--- src/rtl/rv_ctrl_pkg.sv ---
// Shared control constants for the RV32I pipeline: branch funct3 codes,
// redirect FSM state encoding and the sequential PC step.
package rv_ctrl_pkg;

  localparam logic [2:0] F3_BEQ  = 3'b000;
  localparam logic [2:0] F3_BNE  = 3'b001;
  localparam logic [2:0] F3_BLT  = 3'b100;
  localparam logic [2:0] F3_BGE  = 3'b101;
  localparam logic [2:0] F3_BLTU = 3'b110;
  localparam logic [2:0] F3_BGEU = 3'b111;

  localparam int unsigned PC_STEP = 4;

  typedef enum logic {
    ST_IDLE     = 1'b0,
    ST_REDIRECT = 1'b1
  } redir_state_t;

endpackage

--- src/rtl/branch_target_add.sv ---
// Control-flow target adder: base is rs1 for JALR, pc otherwise. JALR clears
// bit 0 of the sum. Flags targets that are not reachable without compressed
// instruction support.
module branch_target_add #(
  parameter int XLEN  = 32,
  parameter int HAS_C = 0
) (
  input  logic [XLEN-1:0] pc,
  input  logic [XLEN-1:0] rs1,
  input  logic [XLEN-1:0] imm,
  input  logic            is_jalr,
  output logic [XLEN-1:0] target,
  output logic            misaligned
);

  logic [XLEN-1:0] sum;

  // Base select, add (wraps modulo 2^XLEN) and JALR bit-0 clear.
  always_comb begin
    sum    = (is_jalr ? rs1 : pc) + imm;
    target = sum;
    if (is_jalr) target[0] = 1'b0;
  end

  // Bit 0 is always zero here, so only bit 1 matters, and only without C.
  assign misaligned = (HAS_C != 0) ? 1'b0 : target[1];

endmodule

--- src/rtl/branch_redirect_ctrl.sv ---
// EX-stage branch/JAL/JALR resolution and PC-redirect sequencer. Holds both
// front-end flushes while fetch has not yet taken the new PC, and counts
// accepted redirects with a saturating counter.
//
// state       | meaning
// ST_IDLE     | resolving EX instructions, no redirect outstanding
// ST_REDIRECT | redirect_pc offered to fetch, front-end flushed, EX ignored
module branch_redirect_ctrl
  import rv_ctrl_pkg::*;
#(
  parameter int XLEN  = 32,
  parameter int CNT_W = 16,
  parameter int HAS_C = 0
) (
  input  logic             clk,
  input  logic             rst_n,
  input  logic             ex_valid,
  input  logic             ex_is_branch,
  input  logic             ex_is_jal,
  input  logic             ex_is_jalr,
  input  logic [2:0]       ex_funct3,
  input  logic             ex_cmp_eq,
  input  logic             ex_cmp_lt,
  input  logic             ex_cmp_ltu,
  input  logic [XLEN-1:0]  ex_pc,
  input  logic [XLEN-1:0]  ex_rs1,
  input  logic [XLEN-1:0]  ex_imm,
  input  logic             fetch_ready,
  output logic             redirect_valid,
  output logic [XLEN-1:0]  redirect_pc,
  output logic             flush_if_id,
  output logic             flush_id_ex,
  output logic [XLEN-1:0]  link_pc,
  output logic             misalign_exc,
  output logic [CNT_W-1:0] redirect_cnt
);

  redir_state_t    state, state_next;
  logic            cond;
  logic            taken;
  logic [XLEN-1:0] target;
  logic            misaligned;
  logic            pc_load;
  logic            exc_next;
  logic            cnt_inc;

  branch_target_add #(
    .XLEN  (XLEN),
    .HAS_C (HAS_C)
  ) u_target (
    .pc         (ex_pc),
    .rs1        (ex_rs1),
    .imm        (ex_imm),
    .is_jalr    (ex_is_jalr),
    .target     (target),
    .misaligned (misaligned)
  );

  assign link_pc = ex_pc + XLEN'(PC_STEP);

  // Branch condition decode; unused funct3 codes never take.
  always_comb begin
    cond = 1'b0;
    case (ex_funct3)
      F3_BEQ:  cond = ex_cmp_eq;
      F3_BNE:  cond = ~ex_cmp_eq;
      F3_BLT:  cond = ex_cmp_lt;
      F3_BGE:  cond = ~ex_cmp_lt;
      F3_BLTU: cond = ex_cmp_ltu;
      F3_BGEU: cond = ~ex_cmp_ltu;
      default: cond = 1'b0;
    endcase
    taken = ex_valid & (ex_is_jal | ex_is_jalr | (ex_is_branch & cond));
  end

  // Next-state and registered-output decisions.
  always_comb begin
    state_next = state;
    pc_load    = 1'b0;
    exc_next   = 1'b0;
    cnt_inc    = 1'b0;
    case (state)
      ST_IDLE: begin
        if (taken && !misaligned) begin
          state_next = ST_REDIRECT;
          pc_load    = 1'b1;
        end else if (taken) begin
          exc_next = 1'b1;
        end
      end
      ST_REDIRECT: begin
        if (fetch_ready) begin
          state_next = ST_IDLE;
          cnt_inc    = 1'b1;
        end
      end
      default: state_next = ST_IDLE;
    endcase
  end

  // State, registered outputs and saturating redirect counter.
  always_ff @(posedge clk or negedge rst_n) begin
    if (!rst_n) begin
      state          <= ST_IDLE;
      redirect_valid <= 1'b0;
      flush_if_id    <= 1'b0;
      flush_id_ex    <= 1'b0;
      misalign_exc   <= 1'b0;
      redirect_pc    <= '0;
      redirect_cnt   <= '0;
    end else begin
      state          <= state_next;
      redirect_valid <= (state_next == ST_REDIRECT);
      flush_if_id    <= (state_next == ST_REDIRECT);
      flush_id_ex    <= (state_next == ST_REDIRECT);
      misalign_exc   <= exc_next;
      if (pc_load) redirect_pc <= target;
      if (cnt_inc && (redirect_cnt != {CNT_W{1'b1}})) redirect_cnt <= redirect_cnt + 1'b1;
    end
  end

endmodule
--- config.mk ---
export PLATFORM = sky130hd
export DESIGN_NAME = branch_redirect_ctrl
export DESIGN_NICKNAME = d
export VERILOG_FILES = /design/src/rtl/rv_ctrl_pkg.sv /design/src/rtl/branch_target_add.sv /design/src/rtl/branch_redirect_ctrl.sv
export SDC_FILE = /design/constraint.sdc
export NUM_CORES = 1
export LEC_CHECK = 0
export ABC_AREA = 1
export CELL_PAD_IN_SITES_DETAIL_PLACEMENT = 0
export CELL_PAD_IN_SITES_GLOBAL_PLACEMENT = 1
export CORE_MARGIN = 2
export CORE_UTILIZATION = 34
export CTS_CLUSTER_DIAMETER = 80
export DETAILED_ROUTE_END_ITERATION = 10
export PLACE_DENSITY_LB_ADDON = 0.05
export SETUP_SLACK_MARGIN = 0.1
export SLEW_MARGIN = 20
export SYNTH_ARGS = -nofsm -noshare
export SYNTH_HDL_FRONTEND = slang
export SYNTH_HIERARCHICAL = 1
export SYNTH_SLANG_ARGS = --single-unit
--- constraint.sdc ---
create_clock -name clk -period 2.2 [get_ports clk]
set_clock_uncertainty 0.05 [all_clocks]
set_input_delay 0.33 -clock clk [delete_from_list [all_inputs] [get_ports clk]]
set_output_delay 0.33 -clock clk [all_outputs]
set_load 0.01 [all_outputs]
==> impl_results.md, run 1 <==
* Std-Cell Rows at between 40 and 50
* Top-area cell type share of the netlist area at 0.2294
* Largest family of logic cells by synthesized area: simple AND/OR/NAND/NOR gates
* Slew Limit Fails at 0
* Die width at 134.5 µm
* CP Capture Type: flip-flop
* Residual DRC count at 0
* # Max-Cap Violations at 0
* Drt initial violations at ~280
* Final hold vios at 0
* Total core area at between 15000 and 20000 µm²
* Final period util at 1.012
* Flop pwr share at 0.256
* Final worst path period need at 2.226 ns
* Root buf cell: clkbuf_16
* Post-synthesis mux area share at 0.06222
* Vias at 7007
* Total CTS buffers at 5
* Die footprint at 18090 µm²
* Worst skew pair latency at between 0.2 and 0.3 ns
* Drt first pass iters at 5
* VDD IR max at between 0.7 and 0.8 mV
* Setup TNS at -0.02593 ns
* Die Ht at 134.5 µm
* H-tree Lvls at 2
* Post-Syn Instances at between 900 and 1000
* Post-synthesis compound-gate area fraction at 0.02808
* Buf/Inv on CP at 4
* Worst-path cell chain: buf_12, buf_12, mux2_4, ha_4, fa_2, nand3_2, nand3_2, nand2_2, nand2_4, buf_4, buf_6, xor2_2, nand4_1, nand2_1
* HPWL after DPL at between 15000 and 20000 µm
* Cell with the most instances after synthesis: nand2_1
* Number of global-route vias before repair at between 6000 and 7000
* Final WL at 21910 µm
* P&R area growth vs syn at 84.99%
* DR vias/cell at about 4.7
* Post-synth ARST share at 1.000
* Fmax at approximately 450 MHz
* Setup WS post-layout at -0.02593 ns
* DR WL/cell at 14.67 µm
* Area share of and/or/nand/nor cells after synthesis at 0.4098
* Share of layout cells above drive strength 1 at 0.3771
* Worst EP arrival at 2.35 ns
* Mapped Area at about 5800 µm²
* Top post-synthesis cells by area: nand2_1, dfrtp_1, inv_1, ha_1, xor2_1
* Failing checks: negative setup slack
* Post-synth cell types at 32
* Final RePlAce weighted congestion at slightly below 0.9
* FF+latch count, synth at 50
* GRT overflow at 0
* I/O Pins at just under 200
* Port Buf Inserts at between 150 and 200
* Post-route ant nets at 0
* Sw frac at 0.3902
* Nets at around 1400
* Pint at 0.003745 W
* Initial antenna violation count at 1
* Cell family with most CP delay: adder cells
* Unrepaired setup endpoints after global routing: true
* Cell taking the most area after synthesis: nand2_1
* Slew HR at 0.7432
* Final setup viols at 1
* Critical path peak fanout at 5
* Post-synth EDFFs at 0
* Yosys warning total at 6
* HP Class: flip-flop to flip-flop
* Crit-path slowest cell: fa_2
* Pin count of the biggest net entering global routing at 34
* CTS tree: done
* Outcome: complete, but fails checks
* Worst-path clk slew at about 0.070 ns
* Sequential area share after synthesis at 0.2160
* Post-route total power at 0.006141 W
* Logic gate share of total power at 0.603
* Crit path launch type: primary input
* Total track usage at 0.2372
* Clock network power share at 0.141
* Initial Util at 0.3480
* Switching power at around 0.0024 W
* Critical path required time at 2.33 ns
* WS Path Type: primary input to flip-flop
* Hold WS at about 0.42 ns
* Global-route wire length before repair at between 30000 and 40000 µm
* Slowest stage delay, CP at roughly 0.42 ns
* Adder-Cell Fraction of Synth Area at 0.07475
* Most used DFF post-synth: dfrtp_1
* Post-synth top cells: nand2_1, inv_1, nor2_1
* Worst-margin pin slew at between 0.3 and 0.4 ns
* Cell Pwr Density at about 570 nW/µm²
* Syn_nets at roughly 1100
* Post-Synth XOR/XNOR Area at 0.08771
* Max Root-Sink Buffers at 2
* Syn Area/Cell at just over 6 µm²
* Clk sinks at 50
* Cell leakage power at around 5.5 nW
* Final core utilization at 0.6438
-- worst register-to-register path, delay by kind of cell, from the launching register on --
family / cells / cell delay (ns)
buf+inv: 1 / 0.16
simple gates: 5 / 0.73
fa+ha+maj: 1 / 0.20
xor+xnor: 1 / 0.16
flops: 1 / 0.39
-- cells in the final DEF (no fill, tap or decap), types with 15 or more instances in the layout --
cell	synthesis	routed
buf_6	1	16
inv_1	151	133
nor2_1	70	46
nand3_1	40	28
ha_4	0	32
nand4_1	46	46
dlygate4sd2_1	0	27
dfrtp_1	50	50
mux2_4	0	23
nand2_1	354	244
xnor2_1	16	15
nand2_4	0	34
xor2_1	42	39
inv_2	1	18
nand2_2	8	84
buf_4	8	136
clkdlybuf4s50_1	0	120
-- cell families after synthesis --
group           after synthesis
simple gates                555
mux                          32
fa+ha+maj                    34
flops                        50
compound gates               31
buf+inv                     175
xor+xnor                     58
-- final timing paths --
| path | start | to | slack (ns) | cells after the start |
|---|---|---|---|---|
| max in group asynchronous | rst_n | redirect_pc[25]$_DFFE_PN0P_ | 1.06 | 3 |
| min in group asynchronous | rst_n | redirect_pc[5]$_DFFE_PN0P_ | 0.44 | 2 |
| setup / recovery | ex_is_jalr | redirect_pc[8]$_DFFE_PN0P_ | -0.03 | 14 |
| setup reg to reg | redirect_cnt[1]$_DFFE_PN0P_ | redirect_cnt[5]$_DFFE_PN0P_ | 0.44 | 8 |
| hold reg to reg | redirect_pc[19]$_DFFE_PN0P_ | redirect_pc[19]$_DFFE_PN0P_ | 0.42 | 2 |
| hold / removal | redirect_pc[19]$_DFFE_PN0P_ | redirect_pc[19]$_DFFE_PN0P_ | 0.42 | 2 |
-- metal layers --
metal  track usage  up-vias  wire length, µm
met5             0        -                0
met4       0.03743        0              184
met3       0.03604       12             1024
met2        0.4218      149            10690
met1        0.3097     3251            10010
li1              -     3595                -
-- registers in the layout, indices dropped and copies added, names as in the netlist --
name          count
redirect_pc      32
redirect_cnt     16
misalign_exc      1
state             1
-- power by group through the flow --
stage                     Clock (W)  Combinational, W  Sequential, W
after global placement            0           0.00315        0.00154
after detailed placement          0           0.00317        0.00155
final                      0.000866           0.00370        0.00157
after floorplan                   0           0.00135        0.00167
after CTS                  0.000883           0.00337        0.00153
after global routing       0.000916           0.00402        0.00162
-- per-stage QoR --
step	cells	cell area, µm²	setup slack [ns]
after floorplan	935	6241	-0.04730
after global placement	1447	9225	-0.7921
after detailed placement	1447	9225	-0.8231
after CTS	1479	10000	0.02948
after global routing	1493	10710	-0.09595
final	1494	10710	-0.02593
-- final cells by class --
class	count	area, µm²
fillers	1552	5928
clock buffers	7	132.6
multi-input cells	710	5200
diodes	1	2.502
well taps	220	275.3
clock inverters	1	30.03
flip-flops and latches	50	1251
inverters	152	573.1
repair buffers	353	3249
-- what timing repair did --
action | CTS | global route
resized for setup | 249 | 193
setup endpoints to repair | 62 | 45
hold buffers | 1 | 0
hold endpoints to repair | 15 | 0
pin swaps | 77 | 93
gates cloned | 3 | 3
setup buffers | 20 | 12
Note: power is estimated with default switching activity, not from simulation.
==> run 2, diff against run 1 <==
--- a/config.mk
+++ b/config.mk
@@ -14,8 +14,8 @@
 export DETAILED_ROUTE_END_ITERATION = 10
 export PLACE_DENSITY_LB_ADDON = 0.05
 export SETUP_SLACK_MARGIN = 0.1
+export SKIP_LAST_GASP = 1
 export SLEW_MARGIN = 20
 export SYNTH_ARGS = -nofsm -noshare
 export SYNTH_HDL_FRONTEND = slang
-export SYNTH_HIERARCHICAL = 1
 export SYNTH_SLANG_ARGS = --single-unit
==> run 2 against run 1 <==
Net effect:
- the flow now finishes without violations
- die area fell by 1.5%
- routed wire length decreased by 4.3%
- final cell count rose by 3.7%
- via count about the same
- sequential cell count stayed put
- largest power group unchanged
- count of clock-buffer cells in the layout is 1 lower
- global-route usage shrank 1.1 points
- critical endpoint is now redirect_pc[31]$_DFFE_PN0P_
- non-clock buffer count rose by 19
- highest routed layer unchanged
==> impl_results.md, run 2 <==
* Clock network power share at 0.140 (about the same)
* Drt initial violations at 276 (-1.1%)
* Die Ht at 133.5 µm (-0.77%)
* FILL cells at 1563 (+0.71%)
* Met3 GRT Util at 0.05556 (+0.01952)
* Crit path launch type: primary input
* Std-Cell Rows at 47 (unchanged)
* Total track usage at 0.2261 (-0.01107)
* Most frequent cells in the layout: nand2_1, buf_4, inv_1
* Residual DRC count at 0 (unchanged)
* GRT overflow at 0 (unchanged)
* Post-synth top cells: nand2_1, inv_1, nor2_1
* VDD IR max at 0.4711 mV (-35%)
* I/O Pins at 193 (unchanged)
* Post-synth EDFFs at 0 (unchanged)
* Switching power at 0.002150 W (-10%)
* Final setup viols at 0 (-1)
* Worst-margin pin slew at 0.6500 ns (+0.2678 ns)
* Largest regs: redirect_pc: 32 flops, redirect_cnt: 16 flops
* CP Capture Type: flip-flop
* Initial Util at 0.3462 (-0.001818)
* DR vias/cell at 4.521 (-3.6%)
* Pin count of the biggest net entering global routing at 51 (+50%)
* Worst-path clk slew at 0.07 ns (about the same)
* Root buf cell: clkbuf_16
* Yosys warning total at 0 (-6)
* Slew Limit Fails at 0 (unchanged)
* Max Root-Sink Buffers at 2 (unchanged)
* Outcome: finished clean
* Hold-fix buffer count after cts at 0 (-1)
* Total core area at 16470 µm² (-1.1%)
* Drt first pass iters at 4 (-1)
* Final WL at 20980 µm (-4.3%)
* HPWL after DPL at 16590 µm (-4.2%)
* Slew HR at 0.5667 (-0.1765)
* Cell Pwr Density at 525.8 nW/µm² (-8.3%)
* GRT Max-Usage Layer: met2
* Critical path required time at 2.33 ns (about the same)
* Final worst path period need at 2.024 ns (-0.2017 ns)
* Vias at 7008 (+0.014%)
* Worst EP arrival at 2.16 ns (-0.19 ns)
* Final hold vios at 0 (unchanged)
* # Max-Cap Violations at 0 (unchanged)
* Total CTS buffers at 5 (unchanged)
* Sequential area share after synthesis at 0.2195 (+0.003461)
* # diodes at 0 (-1)
* CTS tree: done
* Worst skew pair latency at 0.30 ns (about the same)
* Syn_nets at 1110 (+3.0%)
* FF+latch count, synth at 50 (unchanged)
* Unrepaired setup endpoints after global routing: true
* Most used DFF post-synth: dfrtp_1
* WS Path Type: primary input to flip-flop
* Cell leakage power at 5.274 nW (-3.7%)
* Post-synth cell types at 34 (+6.3%)
* Final period util at 0.9201 (-0.09168)
* Die width at 133.5 µm (-0.77%)
* Syn Area/Cell at 5.895 µm² (-4.8%)
* Most flops, register: redirect_pc
* Nets at 1472 (+4.0%)
* Sw frac at 0.3879 (-0.002291)
* Top-area cell type share of the netlist area at 0.2529 (+0.02343)
* Fmax at 494.0 MHz (+10%)
* Met2 Use GR at 0.3889 (-0.03288)
* Most common cell after layout, fill and taps aside: nand2_1
* Hold WS at 0.08261 ns (-0.3400 ns)
* Logic gate share of total power at 0.601 (-0.002)
* DR WL/cell at 13.54 µm (-7.7%)
* Final core utilization at 0.6401 (-0.003664)
* Post-Syn Instances at 967 (+3.4%)
* Share of layout cells above drive strength 1 at 0.3459 (-0.03120)
* P&R area growth vs syn at 84.90% (about the same)
* Largest register FFs at 32 (unchanged)
* Flop pwr share at 0.259 (+0.003)
* Cell taking the most area after synthesis: nand2_1
* Cell with the most instances after synthesis: nand2_1
* Critical path peak fanout at 3 (-2)
* Clk sinks at 50 (unchanged)
* GRT met1 Usage at 0.2861 (-0.02363)
* Port Buf Inserts at 192 (unchanged)
* Initial antenna violation count at 0 (-1)
* Global-route wire length before repair at 33030 µm (-4.8%)
* Final RePlAce weighted congestion at 0.8961 (+1.5%)
* Mapped Area at 5700 µm² (-1.6%)
* Top post-synthesis cells by area: nand2_1, dfrtp_1, inv_1, ha_1, nand3_1
* H-tree Lvls at 2 (unchanged)
* Pint at 0.003392 W (-9.4%)
* Post-route ant nets at 0 (unchanged)
* HP Class: primary input to asynchronous set/reset pin
* Number of global-route vias before repair at 6982 (+0.45%)
* Die footprint at 17820 µm² (-1.5%)
* Post-synth ARST share at 1.000 (unchanged)
[run 2: cell types whose count changed in the layout (fill, tap and decap cells not counted), sizes merged, moves of 22 or more]
cell	delta
nand2	+22
o21ai	+37
nand4	-27
buf	+23
nand3	+25
mux2	-32
[run 2: layout make-up]
class / count / area (µm²) / area share
Clock inverter: 2 / 17.52 / 0.001662
Sequential cell: 50 / 1251 / 0.1187
Multi-Input combinational cell: 737 / 4952 / 0.4698
Timing Repair Buffer: 372 / 3291 / 0.3122
Tap cell: 220 / 275.3 / 0.02612
Clock buffer: 6 / 128.9 / 0.01223
Inverter: 163 / 624.3 / 0.05924
[run 2: kinds of logic after synthesis]
| group | Yosys count | share of synthesized area |
|---|---|---|
| simple gates | 582 | 0.4361 |
| buf+inv | 180 | 0.1245 |
| compound gates | 65 | 0.05795 |
| xor+xnor | 56 | 0.08604 |
| flops | 50 | 0.2195 |
| fa+ha+maj | 34 | 0.07594 |
[run 2: power by group through the flow]
stage          clock [W]  combinational (W)  sequential, W
3_3_place_gp           0            0.00281        0.00144
6_report        0.000778            0.00333        0.00143
3_5_place_dp           0            0.00283        0.00146
2_1_floorplan          0            0.00112        0.00160
4_1_cts         0.000797            0.00296        0.00144
5_1_grt         0.000839            0.00365        0.00148
[run 2: per-stage QoR]
step	TNS, ns	setup WS (ns)	power [W]	area, µm²	instances
3_3_place_gp	-25.71	-0.7286	0.004251	8899	1501
5_1_grt	0	0.07286	0.005962	10540	1550
2_1_floorplan	0	0.1003	0.002715	5761	967
4_1_cts	0	0.07297	0.005199	9473	1528
6_report	0	0.1758	0.005542	10540	1550
3_5_place_dp	-27.49	-0.7724	0.004283	8899	1501
[run 2: worst max-delay path, cell delays in order]
cell	delay, ns
clkdlybuf4s50_1	0.39
nand2_1	0.06
o21ai_1	0.06
ha_1	0.37
nand2_4	0.09
buf_6	0.13
nor3_4	0.26
and2_4	0.19
nand2_2	0.05
nand2_1	0.06
nand2_1	0.05
nand3_2	0.07
nand2_1	0.05
[run 2: timing repair]
action | CTS | global route
pin swaps | 55 | 108
buffers inserted | 19 | 19
setup endpoints to repair | 60 | 53
gates cloned | 0 | 3
resized for setup | 224 | 239
[run 2: worst paths after layout]
path	slack [ns]	startpoint	cells after the start	endpoint
worst min register to register	0.42	redirect_pc[16]$_DFFE_PN0P_	2	redirect_pc[16]$_DFFE_PN0P_
worst max-delay path	0.18	ex_rs1[18]	13	redirect_pc[31]$_DFFE_PN0P_
worst max register to register	0.45	redirect_cnt[6]$_DFFE_PN0P_	7	redirect_cnt[3]$_DFFE_PN0P_
max in group asynchronous	1.56	rst_n	2	redirect_pc[15]$_DFFE_PN0P_
min in group clk	0.42	redirect_pc[16]$_DFFE_PN0P_	2	redirect_pc[16]$_DFFE_PN0P_
worst min-delay path	0.08	rst_n	2	redirect_pc[2]$_DFFE_PN0P_
[run 2: per-layer routing]
metal  routed length, µm  part of all wire  vias up
met5                   0                 0        -
met4                 291             0.014        0
met3                1487             0.071       18
met2                9887              0.47      177
met1                9314              0.44     3101
li1                    -                 -     3712
==> run 3, diff against run 2 <==
--- a/config.mk
+++ b/config.mk
@@ -6,13 +6,14 @@
 export NUM_CORES = 1
 export LEC_CHECK = 0
 export ABC_AREA = 1
+export ABC_CLOCK_PERIOD_IN_PS = 2200
 export CELL_PAD_IN_SITES_DETAIL_PLACEMENT = 0
 export CELL_PAD_IN_SITES_GLOBAL_PLACEMENT = 1
 export CORE_MARGIN = 2
 export CORE_UTILIZATION = 34
 export CTS_CLUSTER_DIAMETER = 80
 export DETAILED_ROUTE_END_ITERATION = 10
-export PLACE_DENSITY_LB_ADDON = 0.05
+export PLACE_DENSITY_LB_ADDON = 0.1
 export SETUP_SLACK_MARGIN = 0.1
 export SKIP_LAST_GASP = 1
 export SLEW_MARGIN = 20
==> run 3 against run 2 <==
Net effect:
- clock power down 5.9%
- register-to-register slack worse by 0.07 ns
- via count is 1.8% higher
- die area unchanged
- count of clock-buffer cells in the layout unchanged
- critical path type unchanged
- largest cell class unchanged
==> impl_results.md, run 3 (synthesis gave the netlist of run 2 again) <==
* Outcome: finished clean
* Drt initial violations at 320 (+16%)
* I/O Pins at 193 (unchanged)
* Critical R2R Capture: redirect_cnt[12]$_DFFE_PN0P_
* Unrepaired setup endpoints after global routing: true
* Final Non-Filler Cells at 1549 (-0.065%)
* Final non-filler cell area at 10490 µm² (-0.51%)
* Vias at 7135 (+1.8%)
* Setup Slack @ Placement at -0.6936 ns (+0.07880 ns)
* Die footprint at 17820 µm² (unchanged)
* Worst-path cell chain: buf_12, buf_12, buf_6, nand2_1, o21ai_2, ha_1, nand2_2, buf_4, inv_1, nand2_1, nand2_1, nand2_1, nand2_1, a21oi_2, nand2_2, nand2_2, nand3_4, nand2_2
* DR WL/cell at 13.88 µm (+2.5%)
* Max Root-Sink Buffers at 2 (unchanged)
* Port Buf Inserts at 192 (unchanged)
* HP Class: primary input to asynchronous set/reset pin
* Final WL at 21500 µm (+2.5%)
* Largest register FFs at 32 (unchanged)
* Cell leakage power at 5.295 nW (+0.39%)
* Critical path peak fanout at 14 (+11)
* Switching power at 0.002120 W (-1.4%)
* FILL cells at 1568 (+0.32%)
* Most flops, register: redirect_pc
* Slowest stage delay, CP at 0.33 ns (-0.06 ns)
* Root buf cell: clkbuf_16
* Post-DP Area at 8981 µm² (+0.93%)
* DR vias/cell at 4.606 (+1.9%)
* Initial antenna violation count at 0 (unchanged)
* Hold-fix buffer count after cts at 0 (unchanged)
* Pint at 0.003371 W (-0.63%)
* GRT overflow at 0 (unchanged)
* Final hold vios at 0 (unchanged)
* Fmax at 472.9 MHz (-4.3%)
* Cell Pwr Density at 523.6 nW/µm² (-0.42%)
* Slew Limit Fails at 0 (unchanged)
* RR Startpoint: redirect_cnt[1]$_DFFE_PN0P_
* Total track usage at 0.2275 (+0.001354)
* R2R depth at 9 (+2)
* Critical path required time at 2.38 ns (+0.05 ns)
* H-tree Lvls at 2 (unchanged)
* Most frequent cells in the layout: nand2_1, buf_4, clkdlybuf4s50_1
* Nets at 1472 (unchanged)
* Worst EP arrival at 2.30 ns (+0.14 ns)
* Number of global-route vias before repair at 6854 (-1.8%)
* Crit-path slowest cell: ha_1
* Largest regs: redirect_pc: 32 flops, redirect_cnt: 16 flops
* Worst-path clk slew at 0.07 ns (about the same)
* VDD IR max at 0.3972 mV (-16%)
* Most common cell after layout, fill and taps aside: nand2_1
* R2R setup slack at 0.38 ns (-0.07 ns)
* Final period util at 0.9611 (+0.04098)
* Post-route ant nets at 0 (unchanged)
* Die width at 133.5 µm (unchanged)
* Clock network power share at 0.133 (-0.007)
* Sw frac at 0.3860 (-0.001851)
* Final worst path period need at 2.114 ns (+0.09016 ns)
* Worst-margin pin slew at 0.6585 ns (+0.008529 ns)
* Flop pwr share at 0.262 (+0.003)
* CP dominant cell by count: nand2_1
* Setup WS post-layout at 0.08560 ns (-0.09016 ns)
* Worst skew pair latency at 0.29 ns (about the same)
* Residual DRC count at 0 (unchanged)
* Clk sinks at 50 (unchanged)
* Logic gate share of total power at 0.605 (+0.004)
* # Max-Cap Violations at 0 (unchanged)
* Total core area at 16470 µm² (unchanged)
* Crit path launch type: primary input
* Std-Cell Rows at 47 (unchanged)
* Post-placement cell count at 1512 (+0.73%)
* Share of layout cells above drive strength 1 at 0.3491 (+0.003270)
* # diodes at 0 (unchanged)
* HPWL after DPL at 16760 µm (+1.0%)
* WS Path Type: primary input to flip-flop
* Global-route wire length before repair at 32740 µm (-0.88%)
* Slew HR at 0.5610 (-0.005686)
* P&R area growth vs syn at 83.96%
* Die Ht at 133.5 µm (unchanged)
* CP Capture Type: flip-flop
* Final setup viols at 0 (unchanged)
* Total CTS buffers at 5 (unchanged)
* Initial Util at 0.3462 (unchanged)
* Drt first pass iters at 5 (+1)
* Final RePlAce weighted congestion at 0.8743 (-2.4%)
* CTS tree: done
* Pin count of the biggest net entering global routing at 51 (unchanged)
run 3: cell count changes in the layout (fill, tap and decap cells not counted), sizes merged:
cell / delta
buf: +2
bufbuf: +2
clkbuf: -4
clkdlybuf4s15: -2
clkdlybuf4s50: +1
clkinv: -1
clkinvlp: +1
dlygate4sd2: +1
inv: -1
run 3: worst max path at each step:
stage / start / to / slack [ns] / cells past startpoint
global route: ex_rs1[18] / redirect_pc[31]$_DFFE_PN0P_ / -0.04 / 16
finish: ex_is_jalr / redirect_pc[31]$_DFFE_PN0P_ / 0.09 / 18
CTS: ex_pc[20] / redirect_pc[31]$_DFFE_PN0P_ / 0.05 / 15
detailed placement: ex_pc[2] / link_pc[26] / -0.69 / 9
global placement: ex_pc[2] / link_pc[26] / -0.69 / 9
floorplan: ex_is_jalr / redirect_pc[30]$_DFFE_PN0P_ / 0.10 / 14
run 3: cell type report:
type / count / area, µm² / area share
clock buffers: 6 / 128.9 / 0.01229
well taps: 220 / 275.3 / 0.02625
repair buffers: 372 / 3307 / 0.3154
inverters: 163 / 624.3 / 0.05954
clock inverters: 1 / 7.507 / 0.0007159
flip-flops and latches: 50 / 1251 / 0.1193
multi-input cells: 737 / 4892 / 0.4665
run 3: critical path: cells and delay by family:
family                     cells  cell delay, ns
AOI/OAI and AO/OA              2            0.27
adders and majority gates      1            0.33
buffers and inverters          5            0.56
and+or+nand+nor               10            0.80
run 3: what timing repair did:
action | in CTS | in global routing
pin swaps | 58 | 108
setup buffers | 16 | 12
cloned | 2 | 0
setup endpoints to repair | 59 | 54
resized for setup | 244 | 220
run 3: metrics by stage:
step	power, W	utilization	setup TNS (ns)	hold WS (ns)
floorplan	0.002715	-	0	-0.01559
global placement	0.004263	0.5454	-25.97	0.4029
detailed placement	0.004297	0.5454	-26.72	0.4110
CTS	0.005224	0.5886	0	0.1244
global route	0.005893	0.6369	-0.03783	0.1459
finish	0.005490	0.6369	0	0.09584
run 3: power by group through the flow:
stage	Sequential, W	Combinational (W)	Clock, W
finish	0.00144	0.00332	0.000732
global route	0.00149	0.00362	0.000787
CTS	0.00144	0.00303	0.000754
detailed placement	0.00146	0.00284	0
global placement	0.00144	0.00282	0
floorplan	0.00160	0.00112	0
run 3: layer usage:
layer	global-route usage	vias up	wire length, µm
li1	-	3723	-
met1	0.2772	3162	9260
met2	0.3952	217	10040
met3	0.05670	33	1581
met4	0.07033	0	608
met5	0	-	0
